[config.mk]
export PLATFORM = sky130hd
export DESIGN_NAME = verify_cmov
export DESIGN_NICKNAME = d
export VERILOG_FILES = /design/src/rtl/verify_cmov.sv
export SDC_FILE = /design/constraint.sdc
export NUM_CORES = 1
export LEC_CHECK = 0
export BUFFER_PORTS_ARGS = -buffer_cell sky130_fd_sc_hd__clkbuf_2
export CAP_MARGIN = 20
export CORE_ASPECT_RATIO = 0.8
export CORE_UTILIZATION = 51
export DETAILED_ROUTE_END_ITERATION = 12
export MAX_ROUTING_LAYER = met4
export PLACE_DENSITY = 0.76
export SETUP_SLACK_MARGIN = 0.1
export SYNTH_ARGS = -nofsm -noshare
export SYNTH_HDL_FRONTEND = slang
export SYNTH_SLANG_ARGS = --single-unit
[constraint.sdc]
create_clock -name clk -period 2.9 [get_ports clk]
set_input_delay 0.29 -clock clk [delete_from_list [all_inputs] [get_ports clk]]
set_output_delay 0.29 -clock clk [all_outputs]
set_load 0.005 [all_outputs]
[src/rtl/verify_cmov.sv]
// verify_cmov: constant-time comparison of two word arrays in the shared data
// memory, optionally followed by a conditional copy (CMOV) of one of two key
// arrays into a destination array, selected by the comparison result.
//
// Build option: define VERIFY_LASTMASK_EN to add the last_mask port, which
// masks the XOR of the final word pair before it is accumulated.
//
// Ports:
//   clk, rst          rising-edge clock, synchronous active-high reset
//   start             one-cycle pulse, accepted only when not busy
//   mode              0 = compare only, 1 = compare then CMOV (sampled on start)
//   ilen, olen        compare / copy lengths in words (sampled on start)
//   base_a, base_b    compared arrays (sampled on start)
//   base_k, base_z    CMOV source on match / on mismatch (sampled on start)
//   base_d            CMOV destination (sampled on start)
//   last_mask         (optional) mask for the final pair XOR (sampled on start)
//   rd_address, rd_en registered read request; din returns one cycle later
//   wr_address, wr_en, dout  registered write port
//   busy, done, verify_true  status; verify_true is valid while done = 1
module verify_cmov #(
  parameter int DW = 64,
  parameter int AW = 9,
  parameter int LW = 10
) (
  input  logic          clk,
  input  logic          rst,
  input  logic          start,
  input  logic          mode,
  input  logic [LW-1:0] ilen,
  input  logic [LW-1:0] olen,
  input  logic [AW-1:0] base_a,
  input  logic [AW-1:0] base_b,
  input  logic [AW-1:0] base_k,
  input  logic [AW-1:0] base_z,
  input  logic [AW-1:0] base_d,
`ifdef VERIFY_LASTMASK_EN
  input  logic [DW-1:0] last_mask,
`endif
  output logic [AW-1:0] rd_address,
  output logic          rd_en,
  input  logic [DW-1:0] din,
  output logic [AW-1:0] wr_address,
  output logic          wr_en,
  output logic [DW-1:0] dout,
  output logic          busy,
  output logic          verify_true,
  output logic          done
);

  typedef enum logic [2:0] {
    IDLE, RDA, RDB, DRAIN1, DRAIN2, CMOV, CMOV_DRAIN, DONE
  } state_t;

  // Tag travelling with each read so the returning word is routed correctly
  // without looking at the FSM state (which has moved on by then).
  typedef enum logic [2:0] {
    TAG_NONE, TAG_A, TAG_B, TAG_B_LAST, TAG_K
  } tag_t;

  state_t        state;
  tag_t          tag_rd;    // describes the read currently on rd_address
  tag_t          tag_din;   // describes the word currently on din
  logic          start_q;
  logic          mode_r;
  logic [LW-1:0] ilen_r, olen_r;
  logic [AW-1:0] base_a_r, base_b_r, base_k_r, base_z_r, base_d_r;
  logic [LW-1:0] i, j, jw;
  logic [DW-1:0] acc, hold;
  logic [DW-1:0] mask_eff, diff;

  logic [LW-1:0] i_next, j_next;
  logic          accept, match;

  assign i_next = i + LW'(1);
  assign j_next = j + LW'(1);
  // Rising-edge detect: a start held high is taken only once.
  assign accept = start && !start_q && !busy;
  assign match  = (acc == '0);

`ifdef VERIFY_LASTMASK_EN
  logic [DW-1:0] mask_r;
  always_ff @(posedge clk) begin
    if (rst)         mask_r <= '0;
    else if (accept) mask_r <= last_mask;
  end
  assign mask_eff = mask_r;
`else
  assign mask_eff = '1;
`endif

  // NOTE: every always_comb output gets a default first so no latch is inferred.
  always_comb begin
    diff = hold ^ din;
    if (tag_din == TAG_B_LAST) diff = diff & mask_eff;
  end

  // NOTE: state uses non-blocking assignments so every register samples
  // pre-edge values, independent of statement order.
  always_ff @(posedge clk) begin
    if (rst) begin
      state       <= IDLE;
      tag_rd      <= TAG_NONE;
      tag_din     <= TAG_NONE;
      start_q     <= 1'b0;
      mode_r      <= 1'b0;
      ilen_r      <= '0;
      olen_r      <= '0;
      base_a_r    <= '0;
      base_b_r    <= '0;
      base_k_r    <= '0;
      base_z_r    <= '0;
      base_d_r    <= '0;
      i           <= '0;
      j           <= '0;
      jw          <= '0;
      acc         <= '0;
      hold        <= '0;
      rd_address  <= '0;
      rd_en       <= 1'b0;
      wr_address  <= '0;
      wr_en       <= 1'b0;
      dout        <= '0;
      busy        <= 1'b0;
      verify_true <= 1'b0;
      done        <= 1'b0;
    end else begin
      start_q <= start;
      rd_en   <= 1'b0;
      wr_en   <= 1'b0;
      tag_rd  <= TAG_NONE;
      tag_din <= tag_rd;

      // Returning read data, one cycle after its request.
      case (tag_din)
        TAG_A:             hold <= din;
        TAG_B, TAG_B_LAST: acc  <= acc | diff;
        TAG_K: begin
          wr_en      <= 1'b1;
          wr_address <= base_d_r + AW'(jw);
          dout       <= din;
          jw         <= jw + LW'(1);
        end
        default: ;
      endcase

      case (state)
        IDLE, DONE: begin
          if (accept) begin
            mode_r      <= mode;
            ilen_r      <= ilen;
            olen_r      <= olen;
            base_a_r    <= base_a;
            base_b_r    <= base_b;
            base_k_r    <= base_k;
            base_z_r    <= base_z;
            base_d_r    <= base_d;
            acc         <= '0;
            i           <= '0;
            j           <= '0;
            jw          <= '0;
            done        <= 1'b0;
            verify_true <= 1'b0;
            busy        <= 1'b1;
            state       <= (ilen == '0) ? DRAIN1 : RDA;
          end else if (state == DONE) begin
            done        <= 1'b1;
            busy        <= 1'b0;
            verify_true <= match;
          end
        end
        RDA: begin
          rd_address <= base_a_r + AW'(i);
          rd_en      <= 1'b1;
          tag_rd     <= TAG_A;
          state      <= RDB;
        end
        RDB: begin
          rd_address <= base_b_r + AW'(i);
          rd_en      <= 1'b1;
          tag_rd     <= (i_next == ilen_r) ? TAG_B_LAST : TAG_B;
          i          <= i_next;
          state      <= (i_next < ilen_r) ? RDA : DRAIN1;
        end
        DRAIN1: state <= DRAIN2;
        // The last B word is folded into acc on the edge leaving DRAIN2, so
        // acc is final by the time CMOV or DONE looks at it.
        DRAIN2: state <= (mode_r && olen_r != '0) ? CMOV : DONE;
        CMOV: begin
          rd_address <= (match ? base_k_r : base_z_r) + AW'(j);
          rd_en      <= 1'b1;
          tag_rd     <= TAG_K;
          j          <= j_next;
          if (j_next == olen_r) state <= CMOV_DRAIN;
        end
        CMOV_DRAIN: state <= DONE;
        default:    state <= IDLE;
      endcase
    end
  end

endmodule
==> impl_metrics.ini, run 1 <==
[cts]
clk_path_buf_depth = 3
root_buffer = clkbuf_16
cts.clk_slew.worst_paths_ns = 0.07
cts-htree-levels = 1
insertion_delay_ns = 0.55
cts_buffers = 31
cts.sink_count = 320
cts_tree = done

[power_and_ir_drop]
p_per_area_nw_per_um2 = 561
power_leakage_nw = 7.23
finalPower_mw = 9.83
ir_drop_mv = 0.544

[critical_path]
arrival_ns = 3.65
cp-start-kind = flop
cp.required_ns = 3.33
crit_fanout = 4
endpoint_kind = flop
rr_startpoint = acc[24]
ff2ff_setup_slack_ns = -0.32
criticalPathCategory = reg2reg
rr_endpoint = rd_address[8]
reg2reg_depth = 14

[yosys]
synth_area_leaders = dfxtp_1 (47%), nand2_1 (13%), a21oi_1 (11%)
synthFlopType = dfxtp_1
synth_top_area_cell = dfxtp_1
synth_commonest_cells = nand2_1 (468), dfxtp_1 (320), a21oi_1 (303)
synth_nets = 1883
synth_compound_area_share_pct = 14.9
synth_area_um2 = 13600
synth_top_area_share_pct = 47.2
synth_cells = 1710
yosysMostFrequentCell = nand2_1
ys_ff_latch = 320
syn_area_per_cell_um2 = 7.94
yosys_warnings = 0
synth_xor_area_share_pct = 7.16
synth_edf_count = 0
synthSimpleGateAreaFrac_pct = 21.9
synthAdderAreaFrac_pct = 3.85
async_flop_share_pct = 0
synth_cell_types = 55
yosysSeqAreaShare_pct = 47.2
muxShareOfSynthArea_pct = 1.28
synth_top_family_by_area = simple AND/OR/NAND/NOR gates

[sta]
fin_ws_ns = -0.322
slew_headroom_pct = 45.1
drv_slew = 0
finalHoldWorstSlack_ns = 0.0254
min_period_ns = 3.22
finalCritPeriodShare_pct = 111
worst_slew_pin_slew_ns = 0.823
fmax_ghz = 0.310
setup_viol = 5
final-hold-violation-count = 0
rsz0062_at_grt = true
clock_skew_ns = 0.0215

[cells_and_area]
drive_gt1_share_pct = 18.3
regArea_um2 = 6410
final_util_pct = 66.8
final_area_um2 = 17500
multiInputGateArea_um2 = 6880
antenna_cells = 0
fin_nets = 2192
nFillCells = 2100
synthToLayoutAreaGrowth_pct = 29.0

[placed_design]
gp_congestion = 0.947
dpl.hpwl_um = 23400
placed_area_um2 = 15200
dp_slack_ns = -0.307
portBuffers = 219

[floorplanning]
dieArea_um2 = 27300
die_h_um = 148
die_width_um = 184
rows = 53
top_level_ports = 220
core_um2 = 26200
initial_core_util_pct = 51.8

[global_route]
grt_first_pass_wirelength_um = 57800
grt_pass1_vias = 11811
track_usage_pct = 26.7
antenna_found_initial = 0
grt_max_degree = 79
grt-ovfl-total = 0

[detailed_routing]
avgRoutedWirePerCell_um = 15.0
avgViaCountPerCell = 5.23
antenna_left = 0
drc = 0
via_count = 12557
wl_um = 36100
drt_iter0_markers = 744
dr.pass1.iters = 7

[worst_hold_path]
worstHoldStart = din[5]
hold_path_end = hold[5]
hold_class = in2reg
hold_depth = 3

[run]
maxCapViolCount = 0

[status]
violations = negative setup slack
outcome = finished, violations left
through the flow:
step / setup TNS, ns / std cells
2_1_floorplan: 0 / 1710
3_5_place_dp: -1.14 / 2234
4_1_cts: -0.704 / 2401
3_3_place_gp: -0.768 / 2234
6_report: -0.998 / 2400
5_1_grt: -1.75 / 2400
cell usage in the layout (no fill, tap or decap), types with 3 or more instances in the layout:
cell type      count
a211oi_1           5
a21o_1             7
a21oi_1          299
a21oi_2            4
a22oi_1            6
a31oi_1            3
and3_1             8
buf_4             50
bufinv_16          5
clkbuf_1           8
clkbuf_16         31
clkbuf_2         218
clkbuf_8           5
clkinv_2           3
clkinvlp_4         5
dfxtp_1          317
dfxtp_2            3
dlygate4sd3_1    108
ha_1              35
inv_1             24
mux2_2             9
mux2i_1            5
nand2_1          465
nand2b_1           7
nand3_1           21
nand4_1            9
nor2_1           129
nor2b_1            9
nor3_1            18
nor4_1            18
nor4_4             3
o211ai_1           4
o21ai_0           27
or3_1              3
or4_1              3
xnor2_1           29
xor2_1            80
state kept, by name (all words and copies together) (netlist names), 10 cells and up:
| signal | count |
|---|---|
| dout | 64 |
| j | 10 |
| ilen_r | 10 |
| hold | 64 |
| i | 10 |
| olen_r | 10 |
| acc | 64 |
how the worst max path moves through the flow:
stage	cells after the start	slack, ns	from	endpoint
6_report	14	-0.32	acc[24]	rd_address[8]
5_1_grt	14	-0.48	acc[24]	rd_address[8]
4_1_cts	14	-0.24	acc[24]	rd_address[8]
3_5_place_dp	13	-0.31	acc[27]	rd_address[7]
3_3_place_gp	14	-0.24	acc[14]	rd_address[8]
2_1_floorplan	14	0.07	acc[58]	rd_address[8]
where the power goes:
part | total, mW | switching (mW) | internal [mW]
clock | 4.23 | 1.69 | 2.54
sequential | 4.59 | 0.0802 | 4.51
combinational | 1.02 | 0.580 | 0.438
layout make-up:
| class | count | area share, % |
|---|---|---|
| multi-input combinational | 1262 | 39.3 |
| inverter | 25 | 0.536 |
| clock buffer | 44 | 4.99 |
| timing repair buffer | 379 | 14.8 |
| clock inverter | 13 | 1.16 |
| sequential | 320 | 36.6 |
| tap | 357 | 2.55 |
critical path, stage by stage, from the launching register on:
cell and delay [ns]:
dfxtp_2 0.33, nor4_4 0.28, nand4_1 0.21, nor3_4 0.33, nand2_4 0.12, mux2_4 0.33, ha_4 0.16, fa_2 0.34
a21o_1 0.19, a21oi_2 0.14, o211ai_1 0.15, a21o_1 0.20, a21oi_2 0.12, or4_1 0.12, o211ai_1 0.07
cells by family (layout without fill, tap and decap cells):
group | Yosys count | in the layout
AO/OA/AOI/OAI | 378 | 378
XOR/XNOR | 111 | 111
adder cells (fa/ha/maj) | 40 | 40
buffers and inverters | 128 | 461
flip-flops | 320 | 320
multiplexers | 16 | 16
AND/OR/NAND/NOR | 717 | 717
per-layer routing:
layer | vias up | GRT usage [%] | part of all wire, %
li1 | 6296 | - | -
met3 | 47 | 3.42 | 4.9
met4 | 0 | 7.75 | 2.4
met1 | 5894 | 35.4 | 46
met2 | 320 | 42.5 | 47
met5 | - | - | 0
what timing repair did:
action                     CTS  global route
hold endpoints to repair   138             0
gates resized for setup     12            15
hold buffers               108             0
setup buffers                3             1
pin swaps                    7            14
setup endpoints to repair    6             9
(Power assumes the default switching activity.)
==> inputs of run 2 (changes only) <==
- CORE_MARGIN: not set -> 1.5
==> impl_metrics.ini, run 2 (synthesis results as in run 1) <==
[status]
outcome = finished, violations left
violations = negative setup slack

[sta]
final-hold-violation-count = 0
fmax_ghz = 0.303
finalCritPeriodShare_pct = 114
finalHoldWorstSlack_ns = 0.0375
setup_viol = 6
fin_ws_ns = -0.396
min_period_ns = 3.30
slew_headroom_pct = 46.9
drv_slew = 0
clock_skew_ns = 0.0174
setup_tns_ns = -1.56
rsz0062_at_grt = true
worst_slew_pin_slew_ns = 0.797

[critical_path]
cp-startpoint = acc[14]
reg2reg_depth = 14
cp-start-kind = flop
crit_fanout = 4
endpoint_kind = flop
crit_end = rd_address[8]
cp.required_ns = 3.33
crit_path_max_incr_delay_ns = 0.35
cp_num_buf_inv = 0
rr_startpoint = acc[14]
cp.depth = 14
ff2ff_setup_slack_ns = -0.40
rr_endpoint = rd_address[8]
crit_family = simple AND/OR/NAND/NOR gates
cp_cell_sequence = nor4_2, nand4_1, nor3_4, nand2_4, mux2_4, ha_4, fa_2, a21o_1, a21oi_2, o211ai_1, a21o_1, a21oi_2, or4_1, o211ai_1
criticalPathCategory = reg2reg
crit_slowest_cell = fa_2
arrival_ns = 3.72

[global_route]
grt_first_pass_wirelength_um = 58500
grt_max_degree = 176
grt-ovfl-total = 0
grt_pass1_vias = 12082
antenna_found_initial = 1
track_usage_pct = 26.8

[detailed_routing]
dr.pass1.iters = 5
drt_iter0_markers = 790
wl_um = 37100
via_count = 12838
avgViaCountPerCell = 5.30
avgRoutedWirePerCell_um = 15.3
drc = 0
antenna_left = 0

[floorplanning]
core_um2 = 26200
top_level_ports = 220
rows = 53
die_h_um = 149
initial_core_util_pct = 51.8
dieArea_um2 = 27600
die_width_um = 185

[placed_design]
dp_slack_ns = -0.399
placed_area_um2 = 15200
gp_congestion = 0.908
portBuffers = 219
dpl.hpwl_um = 23600
place_inst = 2233

[power_and_ir_drop]
finalPower_mw = 9.76
ir_drop_mv = 0.436
power_leakage_nw = 7.34
p_per_area_nw_per_um2 = 551

[cells_and_area]
nFillCells = 2068
drive_gt1_share_pct = 18.3
instances_no_fill = 2420
top_regs = acc: 64 flops, dout: 64 flops, hold: 64 flops
final_util_pct = 67.7
final_area_um2 = 17700
multiInputGateArea_um2 = 6890
fin_nets = 2215
synthToLayoutAreaGrowth_pct = 30.6
layout_common_cells = nand2_1 (465), dfxtp_1 (317), a21oi_1 (299)
layout.cells.most_common = nand2_1
regArea_um2 = 6410

[run]
maxCapViolCount = 0

[cts]
insertion_delay_ns = 0.57
cts-htree-levels = 1
root_buffer = clkbuf_16
cts.sink_count = 320
cts_tree = done
clk_path_buf_depth = 3
cts_buffers = 31
cts.clk_slew.worst_paths_ns = 0.06

[worst_hold_path]
hold_class = in2reg
worstHoldStart = din[22]
hold_depth = 3
-- run 2: area by class of cell --
class,instances,area share (%)
Timing Repair Buffer,402,16.0
Multi-Input combinational cell,1262,38.9
Sequential cell,320,36.2
Tap cell,357,2.52
Inverter,25,0.529
Clock inverter,12,0.882
Antenna cell,1,0.0141
Clock buffer,41,5.04
-- run 2: where the power goes --
group          switching (mW)  internal, mW
clock network            1.71          2.43
logic                   0.588         0.454
registers              0.0799          4.51
total                    2.38          7.39
-- run 2: worst reg2reg max path, delay by kind of cell (launching register included) --
family / cells / cell delay [ns]
AO/OA/AOI/OAI: 6 / 0.92
adder cells (fa/ha/maj): 2 / 0.51
flip-flops: 1 / 0.32
multiplexers: 1 / 0.33
AND/OR/NAND/NOR: 5 / 1.08
-- run 2: per-layer routing --
layer / track usage, % / part of all wire (%) / up-vias / wire length (um)
met5: - / 0 / - / 0
met4: 10.2 / 3.7 / 0 / 1380
met3: 4.08 / 5.7 / 102 / 2100
met2: 42.3 / 46 / 395 / 17000
met1: 34.7 / 45 / 5988 / 16600
li1: - / - / 6353 / -
-- run 2: worst min path at each step --
| stage | endpoint | slack [ns] |
|---|---|---|
| finish | dout[22] | 0.04 |
| global route | dout[13] | 0.03 |
| CTS | hold[22] | 0.008 |
| detailed placement | tag_din[2] | 0.43 |
| global placement | tag_din[2] | 0.43 |
| floorplan | tag_din[0] | 0.41 |
-- run 2: what timing repair did --
| action | CTS | global route |
|---|---|---|
| setup buffers | 2 | 2 |
| pin swaps | 12 | 12 |
| hold buffers | 128 | 0 |
| gates resized for setup | 13 | 14 |
| endpoints found under the hold margin | 177 | 0 |
| setup endpoints to repair | 6 | 9 |
